[src/rtl/transmitter_block.sv]
// Avalon-MM traffic transmitter: issues single read commands or write bursts
// with an incrementing byte pattern, one command at a time.
module transmitter_block #(
    parameter int ADDR_W      = 31,
    parameter int AMM_DATA_W  = 128,
    parameter int AMM_BURST_W = 11
) (
    input  logic                    clk_i,
    input  logic                    rst_i,

    input  logic                    start_test_i,
    input  logic [AMM_BURST_W-2:0]  burstcount_i,
    input  logic [7:0]              data_pattern_i,

    input  logic                    trans_valid_i,
    input  logic [ADDR_W-1:0]       trans_addr_i,
    input  logic                    trans_type_i,
    output logic                    trans_process_o,
    output logic                    trans_busy_o,

    output logic [ADDR_W-1:0]       amm_address_o,
    output logic                    amm_read_o,
    output logic                    amm_write_o,
    output logic [AMM_DATA_W-1:0]   amm_writedata_o,
    output logic [AMM_DATA_W/8-1:0] amm_byteenable_o,
    output logic [AMM_BURST_W-1:0]  amm_burstcount_o,
    input  logic                    amm_waitrequest_i,

    output logic                    cmd_stb_o
);

    localparam int BYTES_W = AMM_DATA_W / 8;
    localparam logic [AMM_BURST_W-1:0] BEAT_ONE = 1;

    typedef enum logic [1:0] {
        IDLE_S,
        WRITE_S,
        READ_S
    } state_t;

    state_t                 state_q;
    logic [AMM_BURST_W-2:0] burst_q;
    logic [7:0]             pattern_q;
    logic [AMM_BURST_W-1:0] beat_q;
    logic [ADDR_W-1:0]      addr_q;
    logic                   read_q;
    logic                   write_q;

    logic [AMM_BURST_W-1:0] last_beat_idx;
    logic                   last_beat;
    logic [7:0]             beat_byte;

    // Burst length and beat payload derived from the latched test setup
    assign last_beat_idx = {1'b0, burst_q};
    assign last_beat     = (beat_q == last_beat_idx);
    assign beat_byte     = pattern_q + 8'(beat_q);

    assign amm_address_o    = addr_q;
    assign amm_read_o       = read_q;
    assign amm_write_o      = write_q;
    assign amm_burstcount_o = last_beat_idx + BEAT_ONE;
    assign amm_writedata_o  = {BYTES_W{beat_byte}};
    assign amm_byteenable_o = '1;

    assign trans_process_o = (state_q != IDLE_S);
    assign trans_busy_o    = trans_process_o | read_q | write_q;

    // The strobe coincides with the cycle the slave takes the command, so it
    // is qualified directly by waitrequest rather than registered.
    assign cmd_stb_o = ~amm_waitrequest_i & (read_q | (write_q & (beat_q == '0)));

    // Command sequencer: accept in IDLE_S, then hold the request until taken
    always_ff @(posedge clk_i or posedge rst_i) begin
        if (rst_i) begin
            state_q   <= IDLE_S;
            burst_q   <= '0;
            pattern_q <= '0;
            beat_q    <= '0;
            addr_q    <= '0;
            read_q    <= 1'b0;
            write_q   <= 1'b0;
        end else begin
            if (state_q == IDLE_S && start_test_i) begin
                burst_q   <= burstcount_i;
                pattern_q <= data_pattern_i;
            end

            case (state_q)
                IDLE_S: begin
                    if (trans_valid_i) begin
                        addr_q <= trans_addr_i;
                        beat_q <= '0;
                        if (trans_type_i) begin
                            state_q <= READ_S;
                            read_q  <= 1'b1;
                        end else begin
                            state_q <= WRITE_S;
                            write_q <= 1'b1;
                        end
                    end
                end
                WRITE_S: begin
                    if (!amm_waitrequest_i) begin
                        if (last_beat) begin
                            write_q <= 1'b0;
                            beat_q  <= '0;
                            state_q <= IDLE_S;
                        end else begin
                            beat_q <= beat_q + BEAT_ONE;
                        end
                    end
                end
                READ_S: begin
                    if (!amm_waitrequest_i) begin
                        read_q  <= 1'b0;
                        state_q <= IDLE_S;
                    end
                end
                default: begin
                    state_q <= IDLE_S;
                    read_q  <= 1'b0;
                    write_q <= 1'b0;
                end
            endcase
        end
    end

endmodule

[config.mk]
export PLATFORM = sky130hd
export DESIGN_NAME = transmitter_block
export DESIGN_NICKNAME = d
export VERILOG_FILES = /design/src/rtl/transmitter_block.sv
export SDC_FILE = /design/constraint.sdc
export NUM_CORES = 1
export LEC_CHECK = 0
export CAP_MARGIN = 20
export CORE_MARGIN = 2
export CORE_UTILIZATION = 35
export CTS_CLUSTER_SIZE = 8
export DETAILED_ROUTE_END_ITERATION = 7
export GPL_TIMING_DRIVEN = 0
export PLACE_DENSITY = 0.78
export SLEW_MARGIN = 20
export SYNTH_ARGS = -nofsm -noshare
export SYNTH_HDL_FRONTEND = slang
export SYNTH_SLANG_ARGS = --single-unit
export TNS_END_PERCENT = 1
[constraint.sdc]
create_clock -name clk_i -period 3.25 [get_ports clk_i]
set_clock_uncertainty 0.2 [all_clocks]
set_input_delay 0.65 -clock clk_i [delete_from_list [all_inputs] [get_ports clk_i]]
set_output_delay 0.65 -clock clk_i [all_outputs]
set_load 0.05 [all_outputs]
==> impl_metrics.env, run 1 <==
export IMPL_timing_setup_critical_path_class="reg -> out"
export IMPL_failed_checks="setup timing"
export IMPL_timing_slew_headroom=0.507
export IMPL_run_status="complete, but fails checks"
export IMPL_post_synth_inst_count=413
export IMPL_timing_hold_worst_path_depth=1
export IMPL_timing_critical_path_to_type="output pin"
export IMPL_synth_edf_count=0
export IMPL_detail_route_first_pass_iterations=4
export IMPL_dieArea_mm2=0.0129
export IMPL_route_detailed_drc=0
export IMPL_area_growth_syn_to_layout_pct=71.3
export IMPL_cts_sink_count=64
export IMPL_synth_top_flop_cell="dfrtp_1"
export IMPL_drv_max_cap_violation_count=0
export IMPL_rsz_0062_raised_after_global_routing="true"
export IMPL_drive_above_1_share=0.518
export IMPL_synth_cell_types=37
export IMPL_final_setup_worst_slack_ns=-0.113
export IMPL_std_cell_rows=40
export IMPL_post_synthesis_instance_area_mm2=0.00422
export IMPL_fillers=990
export IMPL_number_of_cts_inserted_buffers=9
export IMPL_seq_area_mm2=0.00161
export IMPL_drt_first_iter_violations=140
export IMPL_grt_start_max_net_pins=50
export IMPL_achievable_frequency_mhz=297
export IMPL_finalCriticalPeriod_ns=3.36
export IMPL_worst_r2r_path_depth=6
export IMPL_globalRoute_totalOverflow=0
export IMPL_pin_count=246
export IMPL_clockBufferDepth=2
export IMPL_layout_cells_non_filler=832
export IMPL_clk_insertion_delay_late_ns=0.33
export IMPL_final_util=0.609
export IMPL_critical_path_startpoint_type="register"
export IMPL_critPathRequiredTime_ns=2.40
export IMPL_first_global_vias=3608
export IMPL_core_region_area_mm2=0.0119
export IMPL_clkSlewWorstSetupHoldPaths_ns=0.05
export IMPL_cts_htree_levels=3
export IMPL_place_hpwl_mm=8.77
export IMPL_tritoncts="yes"
export IMPL_port_buffer_count=229
export IMPL_worstReg2RegStart="beat_q[0]"
export IMPL_synthDominantCellAreaShare=0.380
export IMPL_dieHeight_um=114
export IMPL_num_antenna_cells=0
export IMPL_tightestPinTransition_ns=0.736
export IMPL_ys_async_sr_fraction=1.00
export IMPL_initial_antenna_violation_count=0
export IMPL_synth_area_per_cell_um2=10.2
export IMPL_synth_top_area_cell="dfrtp_1"
export IMPL_holdCritStartpoint="amm_address_o[25]"
export IMPL_route_detailed_wl_per_inst_um=13.8
export IMPL_effective_utilization_at_floorplan=0.356
export IMPL_cts_root_buffer="clkbuf_16"
export IMPL_vias=3630
export IMPL_setup_tns_ns=-2.31
export IMPL_avgViaCountPerCell=4.36
export IMPL_slew_violations=0
export IMPL_timing_critical_path_arrival_ns=2.51
export IMPL_die_w_um=114
export IMPL_synth_ff_latch_count=64
export IMPL_routabilityCongestion=0.773
export IMPL_hold_class="reg -> reg"
export IMPL_drt_wl_total_mm=11.5
export IMPL_dp_cells=805
export IMPL_report_final_hold_viol_count=0
export IMPL_grt_pass1_wl_mm=18.3
export IMPL_post_synth_main_area_contributors="dfrtp_1, buf_4, mux2_2"
export IMPL_cp_startpoint="pattern_q[0]"
export IMPL_synthesis_yosys_warnings=0
export IMPL_period_share=1.03
export IMPL_multi_input_comb_area_mm2=0.00180
export IMPL_seq_total_area_yosys=0.380
export IMPL_final_nets=746
export IMPL_place_worst_setup_slack_ns=-0.842
export IMPL_setup_viol=33
export IMPL_drtAntennaViolNets=0
export IMPL_critical_path_peak_fanout=8
export IMPL_grtUsageTotal=0.179
## worst max-delay path: stages (launching register included)
cell	delay [ns]
dfrtp_1	0.38
ha_2	0.22
fa_2	0.40
a21o_1	0.20
a21oi_4	0.14
o21bai_2	0.09
a21oi_4	0.13
buf_4	0.15
xnor2_4	0.16
buf_4	0.17
buf_6	0.15
## cells in the final DEF, fill, tap and decap left out, drive strengths merged, types with 2 or more instances in the layout
cell           instances
nor2                  12
and3                   2
dlygate4sd2            2
ha                    10
nand4                  2
dfrtp                 64
or4                    3
nand2b                 7
clkdlybuf4s50        114
a21oi                 10
xnor2                 13
mux2                  48
nor4                   3
clkinvlp               2
or3                    4
and2                   2
mux2i                  3
nor3                   6
nand3                 10
buf                  263
a21o                   3
o21bai                 2
a31oi                  2
conb                  16
clkbuf                15
xor2                  14
inv                   11
dlymetal6s2s           2
clkinv                 2
o21ai                 14
nand2                 13
## per-layer routing
metal / part of all wire / wire, µm / vias to the layer above / GRT usage
met5: 0 / 0 / - / 0
met4: 0.010 / 116 / 0 / 0.0447
met3: 0.14 / 1640 / 11 / 0.0983
met2: 0.48 / 5580 / 184 / 0.307
met1: 0.36 / 4180 / 1667 / 0.193
li1: - / - / 1768 / -
## cells in the mapped netlist, types with 3 or more instances
cell	instances
nand3_1	9
mux2_2	48
xnor2_1	11
mux2i_1	3
nand2_1	13
clkbuf_1	3
a21oi_1	10
or4_1	3
a21o_1	3
xor2_1	14
ha_1	10
dfrtp_1	64
nor4_1	3
or3_1	4
buf_4	136
nor2_1	12
nor3_1	6
buf_2	8
inv_1	11
nand2b_1	7
o21ai_0	14
## flip-flops by register name, summed over array words and instances (netlist names)
signal and cells:
amm_address_o 31, beat_q 11, burst_q 10, pattern_q 8, state_q 2, amm_read_o 1, amm_write_o 1
## cells by family (layout without fill, tap and decap cells)
group	Yosys count	in the layout	synth area share
adders and majority gates	11	11	0.0344
other	1	16	0.000889
buffers and inverters	158	413	0.264
DFF	64	64	0.380
and+or+nand+nor	67	67	0.0834
muxes	51	51	0.135
AOI/OAI and AO/OA	36	36	0.0504
xor gates and xnor gates	25	27	0.0519
## per-stage QoR
stage,cell area [µm²],hold slack [ns]
floorplan,4290,0.273
global placement,6770,0.289
detailed placement,6800,0.296
CTS,7230,0.304
global route,7230,0.325
finish,7230,0.302
## layout make-up
| class | instances | area share |
|---|---|---|
| clock inverters | 5 | 0.00762 |
| well taps | 147 | 0.0255 |
| multi-input cells | 208 | 0.250 |
| inverters | 11 | 0.00606 |
| clock buffers | 11 | 0.0350 |
| flip-flops and latches | 64 | 0.222 |
| plain buffers | 147 | 0.148 |
| repair buffers | 239 | 0.306 |
## final timing paths
check,endpoint,slack [ns]
max,amm_writedata_o[46],-0.11
min,amm_address_o[25],0.30
max reg2reg,beat_q[10],1.12
min reg2reg,amm_address_o[25],0.30
max in group asynchronous,beat_q[2],1.94
min in group asynchronous,amm_address_o[3],0.40
## what timing repair did
action / in CTS / in global routing
pin swaps: 7 / 1
resized for setup: 482 / 21
setup buffers: 9 / 0
hold buffers: 0 / 0
gates cloned: 2 / 0
endpoints found under the hold margin: 0 / 0
setup endpoints to repair: 124 / 82
Power of run 1 is left out: the tool's default activity adds up to more than one toggle a clock period on the data nets, which glitch-free logic cannot reach.
==> run 2: changes to the inputs <==
--- a/config.mk
+++ b/config.mk
@@ -6,12 +6,11 @@
 export NUM_CORES = 1
 export LEC_CHECK = 0
 export CAP_MARGIN = 20
-export CORE_MARGIN = 2
-export CORE_UTILIZATION = 35
+export CORE_UTILIZATION = 30
 export CTS_CLUSTER_SIZE = 8
 export DETAILED_ROUTE_END_ITERATION = 7
 export GPL_TIMING_DRIVEN = 0
-export PLACE_DENSITY = 0.78
+export PLACE_DENSITY = 0.69
 export SLEW_MARGIN = 20
 export SYNTH_ARGS = -nofsm -noshare
 export SYNTH_HDL_FRONTEND = slang
==> run 2 against run 1 <==
The flow still finishes with violations (setup timing); cell area grew 3.6%; die area rose by 12%; non-clock buffer count grew 3; core utilization shrank 5.3 points; count of clock-buffer cells in the layout decreased by 1; first-iteration DRC count rose by 1.4%; setup slack better by 0.039 ns; critical path type unchanged; highest routed layer unchanged.
==> impl_metrics.env, run 2 (synthesis results as in run 1) <==
export IMPL_vias=3676
export IMPL_cp_startpoint="beat_q[0]"
export IMPL_failed_checks="setup timing"
export IMPL_avgViaCountPerCell=4.25
export IMPL_hold_class="reg -> reg"
export IMPL_port_buffer_count=229
export IMPL_seq_area_mm2=0.00160
export IMPL_worst_r2r_path_depth=6
export IMPL_achievable_frequency_mhz=301
export IMPL_detail_route_first_pass_iterations=4
export IMPL_timing_slew_headroom=0.511
export IMPL_cp_num_cells=10
export IMPL_critical_path_max_stage_delay_ns=0.42
export IMPL_slew_violations=0
export IMPL_finalCriticalPeriod_ns=3.32
export IMPL_timing_hold_worst_path_depth=1
export IMPL_clk_insertion_delay_late_ns=0.33
export IMPL_run_status="complete, but fails checks"
export IMPL_worstPathBufferInverterCount=3
export IMPL_first_global_vias=3636
export IMPL_period_share=1.02
export IMPL_final_common_cell="buf_4"
export IMPL_gr_usage_met1=0.173
export IMPL_drtAntennaViolNets=0
export IMPL_timing_setup_critical_path_class="reg -> out"
export IMPL_global_route_peak_usage_layer="met2"
export IMPL_place_worst_setup_slack_ns=-0.859
export IMPL_drt_first_iter_violations=142
export IMPL_area_growth_syn_to_layout_pct=77.5
export IMPL_setup_tns_ns=-1.79
export IMPL_worstReg2RegStart="beat_q[0]"
export IMPL_route_detailed_wl_per_inst_um=13.9
export IMPL_tightestPinTransition_ns=0.731
export IMPL_effective_utilization_at_floorplan=0.314
export IMPL_groute_layer_met3_usage=0.0670
export IMPL_tritoncts="yes"
export IMPL_final_design_area_no_fill_mm2=0.00748
export IMPL_slowest_stage="dfrtp_2"
export IMPL_dieHeight_um=121
export IMPL_cts_root_buffer="clkbuf_16"
export IMPL_grt_pass1_wl_mm=18.5
export IMPL_final_setup_worst_slack_ns=-0.0735
export IMPL_route_detailed_drc=0
export IMPL_initial_antenna_violation_count=0
export IMPL_r2r_slack_ns=1.04
export IMPL_holdWs_ns=0.309
export IMPL_routabilityCongestion=0.791
export IMPL_multi_input_comb_area_mm2=0.00181
export IMPL_worstSetupEndpoint="amm_writedata_o[62]"
export IMPL_final_nets=749
export IMPL_fillers=1174
export IMPL_pin_count=246
export IMPL_critical_path_startpoint_type="register"
export IMPL_cts_htree_levels=3
export IMPL_place_hpwl_mm=8.81
export IMPL_final_cell_mix="buf_4, clkdlybuf4s50_1, dfrtp_1, mux2_2, buf_6"
export IMPL_ordered_cell_list_for_the_critical_path="ha_4 > fa_2 > a21o_1 > a21oi_2 > o21bai_2 > a21oi_4 > buf_12 > xnor2_4 > buf_6 > buf_8"
export IMPL_critPathRequiredTime_ns=2.40
export IMPL_core_region_area_mm2=0.0135
export IMPL_clockBufferDepth=2
export IMPL_setup_viol=36
export IMPL_globalRoute_totalOverflow=0
export IMPL_groute_layer_met2_usage=0.286
export IMPL_largest_register_ffs=31
export IMPL_std_cell_rows=42
export IMPL_grt_start_max_net_pins=51
export IMPL_grtUsageTotal=0.163
export IMPL_timing_critical_path_arrival_ns=2.47
export IMPL_rsz_0062_raised_after_global_routing="true"
export IMPL_cts_sink_count=64
export IMPL_num_antenna_cells=0
export IMPL_timing_critical_path_to_type="output pin"
export IMPL_r2r_end="beat_q[10]"
export IMPL_drt_wl_total_mm=12.0
export IMPL_drive_above_1_share=0.519
export IMPL_drv_max_cap_violation_count=0
export IMPL_critical_path_peak_fanout=8
export IMPL_report_final_hold_viol_count=0
export IMPL_die_w_um=121
export IMPL_placed_cell_area_mm2=0.00684
export IMPL_dieArea_mm2=0.0145
export IMPL_clkSlewWorstSetupHoldPaths_ns=0.05
export IMPL_number_of_cts_inserted_buffers=9
export IMPL_cp_top_family="compound AO/OA/AOI/OAI gates"
## run 2: stage by stage
| step | cells | util |
|---|---|---|
| final | 864 | 0.556 |
| after global routing | 864 | 0.556 |
| after CTS | 860 | 0.541 |
| after detailed placement | 835 | 0.508 |
| after global placement | 833 | 0.506 |
| after floorplan | 428 | - |
## run 2: timing repair
item	CTS	global route
setup buffers	7	4
hold endpoints to repair	0	0
pin swaps	8	8
resized for setup	480	40
gates cloned	2	0
hold buffers	0	0
endpoints found under the setup margin	128	67
## run 2: area by class of cell
type / count / area share
Sequential cell: 64 / 0.214
Multi-Input combinational cell: 208 / 0.241
Clock inverter: 6 / 0.0110
Buffer: 147 / 0.151
Clock buffer: 10 / 0.0319
Tap cell: 176 / 0.0294
Timing Repair Buffer: 242 / 0.315
Inverter: 11 / 0.00585
## run 2: worst min-delay path by stage
stage                       from  slack (ns)                end
2_1_floorplan         beat_q[10]        0.27         beat_q[10]
3_3_place_gp    amm_address_o[2]        0.29   amm_address_o[2]
3_5_place_dp   amm_address_o[11]        0.30  amm_address_o[11]
4_1_cts         amm_address_o[1]        0.31   amm_address_o[1]
5_1_grt         amm_address_o[1]        0.32   amm_address_o[1]
6_report        amm_address_o[1]        0.31   amm_address_o[1]
## run 2: per-layer routing
layer / up-vias / part of all wire / wire length [µm]
li1: 1774 / - / -
met1: 1700 / 0.37 / 4450
met2: 191 / 0.50 / 5950
met3: 11 / 0.12 / 1410
met4: 0 / 0.014 / 164
met5: - / 0 / 0
Power of run 2 is left out for the same reason.
